File: src/rtl/deser_param_pkg.sv
// Shared types, width helpers and parameter check for the deser_param slice.
// The optional partial-word flush is enabled by defining DESER_FLUSH_EN.
package deser_param_pkg;

    typedef enum logic [0:0] {StIdle, StFill} lane_state_e;

    function automatic int unsigned mod_width(input int unsigned data_w);
        return $clog2(data_w + 1);
    endfunction

    // A single-beat word still needs one counter bit.
    function automatic int unsigned cnt_width(input int unsigned beats);
        return (beats > 1) ? $clog2(beats) : 1;
    endfunction

endpackage

`define DESER_PARAM_CHECK(DW, LW) \
    if (((DW) < (LW)) || (((DW) % (LW)) != 0)) begin : g_bad_width \
        $error("deser_param: DATA_W must be a multiple of LANE_W and >= LANE_W"); \
    end

File: src/rtl/deser_param_if.sv
// Beat input and word output bundle of deser_param.
// master: beat producer / word consumer side; slave: the deserializer.
interface deser_param_if #(
    parameter int unsigned DATA_W = 16,
    parameter int unsigned LANE_W = 1
);
    localparam int unsigned MOD_W = $clog2(DATA_W + 1);

    logic [LANE_W-1:0] data_i;
    logic              data_val_i;
    logic              flush_i;
    logic [DATA_W-1:0] deser_data_o;
    logic              deser_data_val_o;
    logic [MOD_W-1:0]  deser_data_mod_o;

    modport master (
        output data_i, data_val_i, flush_i,
        input  deser_data_o, deser_data_val_o, deser_data_mod_o
    );

    modport slave (
        input  data_i, data_val_i, flush_i,
        output deser_data_o, deser_data_val_o, deser_data_mod_o
    );
endinterface

File: src/rtl/deser_param_lane_shift.sv
// Placement register and beat counter: drops each accepted beat into its final word slot.
// o_word already includes the beat accepted this cycle, so the top can register it directly.
module deser_param_lane_shift
    import deser_param_pkg::*;
#(
    parameter int unsigned DATA_W    = 16,
    parameter int unsigned LANE_W    = 1,
    parameter bit          MSB_FIRST = 1'b1,
    localparam int unsigned BEATS    = DATA_W / LANE_W,
    localparam int unsigned CNT_W    = cnt_width(BEATS)
) (
    input  logic              clk_i,
    input  logic              arst_n_i,
    input  logic [LANE_W-1:0] i_beat,
    input  logic              i_val,
    input  logic              i_clear,
    output logic [DATA_W-1:0] o_word,
    output logic [CNT_W-1:0]  o_cnt,
    output logic              o_last,
    output logic              o_held
);

    lane_state_e       r_state, w_state_next;
    logic [CNT_W-1:0]  r_cnt, w_cnt_next;
    logic [DATA_W-1:0] r_word, w_word_next, w_word_merged;
    logic [31:0]       w_shift;
    logic              w_last;

    always_comb begin
        w_shift = (MSB_FIRST) ? (BEATS - 1 - 32'(r_cnt)) * LANE_W : 32'(r_cnt) * LANE_W;
        w_word_merged = r_word;
        if (i_val) begin
            w_word_merged = r_word | (DATA_W'(i_beat) << w_shift);
        end
        w_last = i_val && (r_cnt == CNT_W'(BEATS - 1));

        w_cnt_next  = r_cnt;
        w_word_next = r_word;
        if (i_clear || w_last) begin
            w_cnt_next  = '0;
            w_word_next = '0;
        end else if (i_val) begin
            w_cnt_next  = r_cnt + 1'b1;
            w_word_next = w_word_merged;
        end

        w_state_next = r_state;
        unique case (r_state)
            StIdle: if (i_val && !w_last && !i_clear) w_state_next = StFill;
            StFill: if (i_clear || w_last) w_state_next = StIdle;
            default: w_state_next = StIdle;
        endcase
    end

    always_ff @(posedge clk_i or negedge arst_n_i) begin
        if (!arst_n_i) begin
            r_state <= StIdle;
            r_cnt   <= '0;
            r_word  <= '0;
        end else begin
            r_state <= w_state_next;
            r_cnt   <= w_cnt_next;
            r_word  <= w_word_next;
        end
    end

    assign o_word = w_word_merged;
    assign o_cnt  = r_cnt;
    assign o_last = w_last;
    assign o_held = (r_state == StFill) || i_val;

endmodule

File: src/rtl/deser_param.sv
// Parametrised LANE_W-to-DATA_W deserializer with one-cycle word strobe and bit count.
// Define DESER_FLUSH_EN to let flush_i emit a partially filled word.
module deser_param
    import deser_param_pkg::*;
#(
    parameter int unsigned DATA_W    = 16,
    parameter int unsigned LANE_W    = 1,
    parameter bit          MSB_FIRST = 1'b1
) (
    input  logic          clk_i,
    input  logic          arst_n_i,
    deser_param_if.slave  bus
);

    localparam int unsigned MOD_W = mod_width(DATA_W);
    localparam int unsigned CNT_W = cnt_width(DATA_W / LANE_W);

    typedef logic [MOD_W-1:0] mod_t;

    `DESER_PARAM_CHECK(DATA_W, LANE_W)

    logic [DATA_W-1:0] w_word;
    logic [CNT_W-1:0]  w_cnt;
    logic              w_last;
    logic              w_held;
    logic              w_flush;
    mod_t              w_mod_part;

    logic [DATA_W-1:0] r_data;
    logic              r_val;
    mod_t              r_mod;

    deser_param_lane_shift #(
        .DATA_W    (DATA_W),
        .LANE_W    (LANE_W),
        .MSB_FIRST (MSB_FIRST)
    ) u_lane_shift (
        .clk_i    (clk_i),
        .arst_n_i (arst_n_i),
        .i_beat   (bus.data_i),
        .i_val    (bus.data_val_i),
        .i_clear  (w_flush),
        .o_word   (w_word),
        .o_cnt    (w_cnt),
        .o_last   (w_last),
        .o_held   (w_held)
    );

`ifdef DESER_FLUSH_EN
    // A completing beat wins over flush so a full word never strobes twice.
    assign w_flush    = bus.flush_i && w_held && !w_last;
    assign w_mod_part = mod_t'((32'(w_cnt) + 32'(bus.data_val_i)) * LANE_W);
`else
    logic w_unused;
    assign w_unused   = ^{bus.flush_i, w_cnt, w_held};
    assign w_flush    = 1'b0;
    assign w_mod_part = mod_t'(DATA_W);
`endif

    always_ff @(posedge clk_i or negedge arst_n_i) begin
        if (!arst_n_i) begin
            r_data <= '0;
            r_val  <= 1'b0;
            r_mod  <= '0;
        end else begin
            r_val <= w_last || w_flush;
            if (w_last) begin
                r_data <= w_word;
                r_mod  <= mod_t'(DATA_W);
            end else if (w_flush) begin
                r_data <= w_word;
                r_mod  <= w_mod_part;
            end
        end
    end

    assign bus.deser_data_o     = r_data;
    assign bus.deser_data_val_o = r_val;
    assign bus.deser_data_mod_o = r_mod;

endmodule

File: src/flat_wrapper.sv
// flat-port wrapper written by rule: the top's interface ports become plain ports
module deser_param_flat import deser_param_pkg::*;
#(
    parameter int unsigned DATA_W    = 16,
    parameter int unsigned LANE_W    = 1,
    parameter bit          MSB_FIRST = 1'b1
)
  (clk_i, arst_n_i, bus_data_i, bus_data_val_i, bus_flush_i, bus_deser_data_o, bus_deser_data_val_o, bus_deser_data_mod_o);
  deser_param_if #(.DATA_W(DATA_W), .LANE_W(LANE_W)) bus_i ();
  input  logic clk_i;
  input  logic arst_n_i;
  input wire logic [$bits(bus_i.data_i)-1:0] bus_data_i;
  input wire logic [$bits(bus_i.data_val_i)-1:0] bus_data_val_i;
  input wire logic [$bits(bus_i.flush_i)-1:0] bus_flush_i;
  output wire logic [$bits(bus_i.deser_data_o)-1:0] bus_deser_data_o;
  output wire logic [$bits(bus_i.deser_data_val_o)-1:0] bus_deser_data_val_o;
  output wire logic [$bits(bus_i.deser_data_mod_o)-1:0] bus_deser_data_mod_o;
  assign bus_i.data_i = bus_data_i;
  assign bus_i.data_val_i = bus_data_val_i;
  assign bus_i.flush_i = bus_flush_i;
  assign bus_deser_data_o = bus_i.deser_data_o;
  assign bus_deser_data_val_o = bus_i.deser_data_val_o;
  assign bus_deser_data_mod_o = bus_i.deser_data_mod_o;
  deser_param #(.DATA_W(DATA_W), .LANE_W(LANE_W), .MSB_FIRST(MSB_FIRST)) u_core (.clk_i(clk_i), .arst_n_i(arst_n_i), .bus(bus_i));
endmodule
File: config.mk
export PLATFORM = sky130hd
export DESIGN_NAME = deser_param_flat
export DESIGN_NICKNAME = d
export VERILOG_FILES = /design/src/rtl/deser_param_pkg.sv /design/src/rtl/deser_param_if.sv /design/src/rtl/deser_param_lane_shift.sv /design/src/rtl/deser_param.sv /design/src/flat_wrapper.sv
export SDC_FILE = /design/constraint.sdc
export NUM_CORES = 1
export LEC_CHECK = 0
export BUFFER_PORTS_ARGS = -buffer_cell sky130_fd_sc_hd__buf_2
export CORE_MARGIN = 5
export CORE_UTILIZATION = 30
export DETAILED_ROUTE_END_ITERATION = 10
export MAX_ROUTING_LAYER = met4
export SETUP_SLACK_MARGIN = 0.4
export SKIP_CTS_REPAIR_TIMING = 1
export SLEW_MARGIN = 0
export SYNTH_ARGS = -nofsm -noshare
export SYNTH_HDL_FRONTEND = slang
export SYNTH_HIERARCHICAL = 1
export SYNTH_SLANG_ARGS = --single-unit
File: constraint.sdc
create_clock -name clk_i -period 2.64 [get_ports clk_i]
set_clock_uncertainty 0.15 [all_clocks]
set_input_delay 0.528 -clock clk_i [delete_from_list [all_inputs] [get_ports clk_i]]
set_output_delay 0.528 -clock clk_i [all_outputs]
set_load 0.01 [all_outputs]
==> results of run 1 <==
[registers in the layout, indices dropped and copies added (netlist names)]
name                         cells
u_core/u_lane_shift/r_word      16
u_core/bus.deser_data_mod_o      1
u_core/bus.deser_data_o         16
u_core/u_lane_shift/o_cnt        4
u_core/bus.deser_data_val_o      1
[final cells by class]
type | count | area (um^2) | area share, %
sequential | 38 | 950.9 | 46.74
multi-input combinational | 94 | 733.2 | 36.04
timing repair buffer | 25 | 135.1 | 6.642
tap | 72 | 90.09 | 4.428
clock buffer | 7 | 76.32 | 3.752
clock inverter | 1 | 30.03 | 1.476
inverter | 5 | 18.77 | 0.9225
[where the power goes]
group          internal [mW]  switching (mW)  leakage, nW
clock                  0.283           0.192       0.0524
sequential             0.586         0.00382        0.529
combinational         0.0148          0.0384        0.489
total                  0.884           0.234         1.07
[metrics by stage]
step	util (%)	hold slack, ps
floorplan	-	82.41
global placement	34.38	298.8
detailed placement	34.38	304.8
CTS	36.28	228.4
global route	36.28	274.6
finish	36.28	194.8
[critical path: cells and delay by family (launching register included)]
kind                       cells  cell delay, ps
and+or+nand+nor                2             560
buffers and inverters          1             210
adders and majority gates      1             290
DFF                            1             480
AOI/OAI and AO/OA              1             180
[cell usage in the layout, fill, tap and decap left out]
master	n
sky130_fd_sc_hd__a21o_1	9
sky130_fd_sc_hd__or2_1	1
sky130_fd_sc_hd__a31oi_1	1
sky130_fd_sc_hd__nand3b_1	1
sky130_fd_sc_hd__nor2_1	4
sky130_fd_sc_hd__and4_4	1
sky130_fd_sc_hd__conb_1	11
sky130_fd_sc_hd__a41oi_1	1
sky130_fd_sc_hd__and4_1	1
sky130_fd_sc_hd__buf_2	21
sky130_fd_sc_hd__clkbuf_1	2
sky130_fd_sc_hd__nand2_1	5
sky130_fd_sc_hd__a2111oi_4	1
sky130_fd_sc_hd__o21ai_0	3
sky130_fd_sc_hd__a31o_2	3
sky130_fd_sc_hd__or2b_1	1
sky130_fd_sc_hd__clkbuf_8	5
sky130_fd_sc_hd__nand3_1	3
sky130_fd_sc_hd__nor2b_1	13
sky130_fd_sc_hd__o22ai_1	2
sky130_fd_sc_hd__dfrtp_1	38
sky130_fd_sc_hd__nand2b_1	3
sky130_fd_sc_hd__mux2_2	7
sky130_fd_sc_hd__xor2_1	1
sky130_fd_sc_hd__and4bb_2	1
sky130_fd_sc_hd__inv_1	5
sky130_fd_sc_hd__or2_4	1
sky130_fd_sc_hd__bufinv_16	1
sky130_fd_sc_hd__ha_1	1
sky130_fd_sc_hd__nand4_1	1
sky130_fd_sc_hd__nor3_1	1
sky130_fd_sc_hd__and4b_1	2
sky130_fd_sc_hd__mux2_4	9
sky130_fd_sc_hd__nand4_4	1
sky130_fd_sc_hd__buf_4	4
sky130_fd_sc_hd__a21oi_1	4
sky130_fd_sc_hd__o32ai_1	1
[layer usage]
metal | track usage [%] | share of wire, %
met5 | - | 0
met4 | 4.249 | 1.4
met1 | 13.35 | 49
met3 | 2.852 | 5.4
met2 | 14.95 | 44
[final timing paths]
path,endpoint,slack (ps),cells past startpoint
worst max-delay path,u_core/u_lane_shift/r_word[2],680,5
worst min-delay path,u_core/u_lane_shift/o_cnt[0],190,1
worst max register to register,u_core/u_lane_shift/r_word[2],680,5
worst min register to register,u_core/bus.deser_data_mod_o[4],320,1
max in group asynchronous,u_core/bus.deser_data_o[13],1610,1
min in group clk_i,u_core/bus.deser_data_mod_o[4],320,1
==> impl.org, run 1 <==
** Power
- Leak :: ~1.1 nW
- IR analysis of the VDD net gives a maximum drop of roughly 0.00027 V.
- Total power :: 1.118 mW
- Power per standard cell area :: between 500 and 600 nW/um^2

** Route
- For this run, design rule violations remaining after detail routing come to 0.
- First-pass iteration count of the detailed router :: 4
- For this block, the via count after detailed routing is around 1100.
- After detailed routing, the average wire length per cell comes to around 13 um.
- Routed Antenna Nets :: 0
- Using the TritonRoute via totals, the vias-per-cell ratio works out to ~4.5.
- Detailed Route WL :: ~3200 um
- The detailed router finished its first iteration with 74 violations.

** Timing
- Unrepaired setup endpoints after global routing :: no
- Headroom to the max-slew limit came out at 43.71%.
- Max frequency :: approximately 510 MHz
- Crit path setup slack, layout :: ~680 ps
- Transition time at the pin with the least slew margin :: 844.3 ps
- Setup violators final :: 0
- Final Critical Period :: roughly 2000 ps
- Hold violation total from the final report :: 0
- Post-Route Setup TNS :: 0 ps
- Pins Over Slew Limit :: 0
- Of the available clock period, the critical path in the final layout requires between 70 and 80%.

** Placement
- Including well taps, the total number of placed cells is between 200 and 250.
- During placement, the flow inserted port buffers numbering 21.
- Global placement routability congestion :: just under 0.8
- At the placement stage, the worst setup path has a slack of between 600 and 700 ps.
- The wire-length estimate of the detail-placed layout is roughly 2200 um.
- In this run the cell area measured after placement is between 1500 and 2000 um^2.

** Status
- The flow ran to the end, and the final reports show no timing, DRC or antenna violations.

** Clock tree
- No sink is reached through more buffers than the 2 on the longest clock path.
- Register clock-pin slew on the reported worst setup and hold paths :: about 70 ps
- In this run the number of H-tree levels came out at 2.
- CTS Root Cell :: sky130_fd_sc_hd__clkbuf_8
- Worst-Skew Late Latency :: 290 ps
- Clock tree synthesis inserted a total of 5 buffers.
- CTS tree :: built
- Number of sinks handled by clock tree synthesis :: 38

** Global routing
- The initial antenna violation count was 0.
- The via count of the first global-routing pass is approximately 1200.
- Global-route wire length before repair :: between 5000 and 6000 um
- Maximum number of pins on one net before global-route repair :: 39
- Total overflow reported by the global router :: 0
- Global routing consumed, over all layers together, approximately a tenth of the routing resources.

** Final layout
- The final layout contains roughly 180 nets.
- # fillers :: 600
- Layout cells sized above 1 :: approximately 32%
- Antenna cells :: 0
- Post-route non-filler standard cell count :: 242
- After routing the design area is between 2000 and 2500 um^2.
- Area added between synthesis and finish :: 15.98%

** Die
- Die footprint :: 7476 um^2
- Pin placement for this block handled 27 I/O pins.
- Once the floorplan was initialized, standard cells occupied 31.28% of the core.
- Floorplan die width :: 86.47 um
- After floorplanning, the core was divided into 27 placement rows.
- Die Height :: slightly below 90 um
- In this run the standard cell core region covers about 5600 um^2.

** Critical path
- R2r startpoint :: u_core/u_lane_shift/o_cnt[0]
- The worst setup path is launched from a flip-flop.
- Worst-path fanout max :: 15
- Critical path type :: reg -> reg
- Data on the critical path arrives at its endpoint at around 2000 ps.
- STA puts the critical path data required time at between 2000 and 3000 ps.
- Max incr delay on CP :: about 480 ps
- Critical path launch point :: u_core/u_lane_shift/o_cnt[0]
- The critical path goes through ha_1, and4_1, buf_4, or2_4, o22ai_1.
- STA classifies the critical path endpoint as a flip-flop.
- Among all stages on the critical path, the largest delay is contributed by sky130_fd_sc_hd__dfrtp_1.

** Synth
- During synthesis, Yosys emitted a total of 6 warnings.
- Synthesis handed over a netlist of around 140 instances.
- In this run the cell area of the synthesized design comes to 1754 um^2.
- A synthesized cell averages 12.80 um^2.

** Run
- Across the run, the number of max-cap violations was 0.

** Min path
- Path category of the worst min-delay check :: in -> async
Power figures use the tool's default switching activity.
==> run 2, diff against run 1 <==
- clock period: 2.64 -> 1.85 ns (I/O delays scaled with it)
==> run 2 against run 1 <==
  * Global-route usage is essentially flat
  * Sequential power grew 43%
  * Maximum frequency grew 24%
  * Setup slack lost 410 ps
  * Non-clock buffer count grew 8
  * Highest routed layer unchanged
  * Wire length grew 17%
  * Hold slack gained 110 ps
  * Final cell count grew 5.0%
  * Core utilization grew 3.6 points
  * Largest cell class unchanged
==> impl.org, run 2 (synthesis results as in run 1) <==
** Clock tree
- In this run the deepest clock path goes through 2 buffers.
- For the worst-skew pair, the clock arrives at the later sink with an insertion delay of around 280 ps.
- Number of sinks handled by clock tree synthesis :: 38
- CTS Root Cell :: sky130_fd_sc_hd__clkbuf_8
- The H-tree was split into 2 levels.
- Clock-pin slew was measured on the worst setup and hold paths at approximately 70 ps.
- In this run, CTS created clock tree buffers numbering 5.
- TritonCTS built the clock tree.

** Die
- Standard-cell rows :: 27
- In this run the vertical extent of the chip is a little under 90 um.
- The die is approximately 86 um wide.
- The die covers 7476 um^2.
- After floorplanning, the core was sized to cover roughly 5600 um^2.
- Initial core utilization :: between 30% and 40%
- Pin placement for this block handled 27 I/O pins.

** Final layout
- Area added between synthesis and finish :: 27.39%
- Commonest non-fill, non-tap cell in the layout :: sky130_fd_sc_hd__dfrtp_1
- Final design utilization :: between 30% and 40%
- The library cells used most frequently in the layout, excluding fill and tap cells, are 36 x sky130_fd_sc_hd__dfrtp_1, 21 x sky130_fd_sc_hd__buf_2, 15 x sky130_fd_sc_hd__mux2_4.
- Fill cells in the final layout number 562.
- In the final design database the tool counted around 190 nets.
- Layout cells sized above 1 :: 44.51%
- Antenna cells :: 0

** Timing
- The worst pin sits at a relative slew slack of 65.57%.
- Of the available clock period, the critical path in the final layout requires a little under nine tenths.
- Hold violation total from the final report :: 0
- Unrepaired setup endpoints after global routing :: yes
- The routed design could run at a clock period as short as 1581 ps.
- Transition time at the pin with the least slew margin :: roughly 520 ps
- Timing would allow up to 632.5 MHz.
- Crit path setup slack, layout :: between 200 and 300 ps
- For the final routed database, the setup TNS stands at 0 ps.
- The count of pins over their slew limit came to 0.
- Setup violations remaining at the end of the flow were counted as 0.

** Critical path
- STA classifies the critical path endpoint as a flip-flop.
- Worst-path fanout max :: 8
- The startpoint identified for the worst register-to-register timing path is u_core/u_lane_shift/o_cnt[0].
- STA puts the critical path data required time at between 1500 and 2000 ps.
- STA classifies the critical path startpoint as a flip-flop.
- Data arrives at the worst endpoint at around 1600 ps.
- In this run the worst setup path begins at u_core/u_lane_shift/o_cnt[0].
- The critical path is of the reg -> reg type.

** Placement
- Timing analysis after detailed placement gives a worst setup slack of roughly 110 ps.
- Global placement routability congestion :: ~0.8
- After legalization and detailed placement, the total HPWL measured between 2000 and 2500 um.
- Buffers placed on the I/O ports in this run total 21.

** Global routing
- Global-route wire length before repair :: 5782 um
- Global router's overall resource usage :: between 10% and 20%
- Entering global routing, the biggest net connects 22 pins.
- Number of global-route vias before repair :: about 1100
- Total overflow reported by the global router :: 0
- Number of antenna violations at the first check in global routing :: 0

** Run
- Max capacitance violation total :: 0

** Route
- For this run, design rule violations remaining after detail routing come to 0.
- Routed Antenna Nets :: 0
- First-pass iteration count of the detailed router :: 4
- First DRT Iteration DRCs :: 57
- After detailed routing, the total wire length is 3763 um.
- Total via count after detailed routing :: between 1000 and 1500
- Via-to-Cell Ratio :: 4.598
- Per-cell routed wire length :: 14.81 um

** Power
- Total power :: around 1.5 mW
- IR analysis of the VDD net gives a maximum drop of 0.0004141 V.
- Power per standard cell area :: slightly below 700 nW/um^2
- Leak :: ~1.1 nW

** Status
- The run finished with clean final reports.

** Min path
- In this run the most critical hold path is launched from u_core/bus.deser_data_mod_o[4].
- In this run the worst hold path is classified as reg -> reg.
==> run 2: cell count changes in the layout (fill, tap and decap cells not counted), moves of 3 or more <==
cell	delta
sky130_fd_sc_hd__and4_4	+3
sky130_fd_sc_hd__buf_4	+4
sky130_fd_sc_hd__mux2_2	-6
sky130_fd_sc_hd__mux2_4	+6
sky130_fd_sc_hd__nor2b_1	-4
sky130_fd_sc_hd__nor2b_2	+3
==> run 2: worst paths after layout <==
| check | to | slack (ps) | cells after the start |
|---|---|---|---|
| setup / recovery | u_core/u_lane_shift/r_word[2] | 270 | 4 |
| max in group asynchronous | u_core/u_lane_shift/o_cnt[3] | 620 | 3 |
| min in group asynchronous | u_core/bus.deser_data_o[6] | 440 | 2 |
| hold / removal | u_core/bus.deser_data_mod_o[4] | 310 | 1 |
| setup reg to reg | u_core/u_lane_shift/r_word[2] | 270 | 4 |
| hold reg to reg | u_core/bus.deser_data_mod_o[4] | 310 | 1 |
==> run 2: layout make-up <==
type	count	area, um^2	share of cell area [%]
flip-flops and latches	38	953.4	42.67
multi-input cells	98	863.3	38.63
repair buffers	33	217.7	9.742
well taps	72	90.09	4.031
clock buffers	7	86.33	3.863
inverters	5	18.77	0.8399
clock inverters	1	5.005	0.2240
==> run 2: per-stage QoR <==
stage / instances / cell area [um^2] / hold WS [ps]
final: 254 / 2235 / 307.2
after global routing: 254 / 2235 / 332.9
after CTS: 243 / 2052 / -83.90
after detailed placement: 235 / 1961 / 228.1
after global placement: 235 / 1961 / 222.1
after floorplan: 147 / 1804 / -75.59
==> run 2: per-layer routing <==
metal / GRT usage [%] / up-vias / part of all wire (%)
met1: 13.81 / 574 / 51
li1: - / 562 / -
met3: 3.517 / 4 / 4.3
met5: - / - / 0
met2: 14.81 / 28 / 44
met4: 2.125 / 0 / 0.96
==> run 2: report_power, final <==
part / switching, mW / internal [mW] / total, mW
logic: 0.0662 / 0.0383 / 0.105
registers: 0.00436 / 0.836 / 0.841
clock network: 0.286 / 0.301 / 0.587
total: 0.357 / 1.18 / 1.53
==> run 2: critical path, cell delays in order (launching register included) <==
cell and delay [ps]:
sky130_fd_sc_hd__dfrtp_1 420, sky130_fd_sc_hd__ha_4 210, sky130_fd_sc_hd__and4_4 230, sky130_fd_sc_hd__or2_4 320, sky130_fd_sc_hd__o22ai_1 170
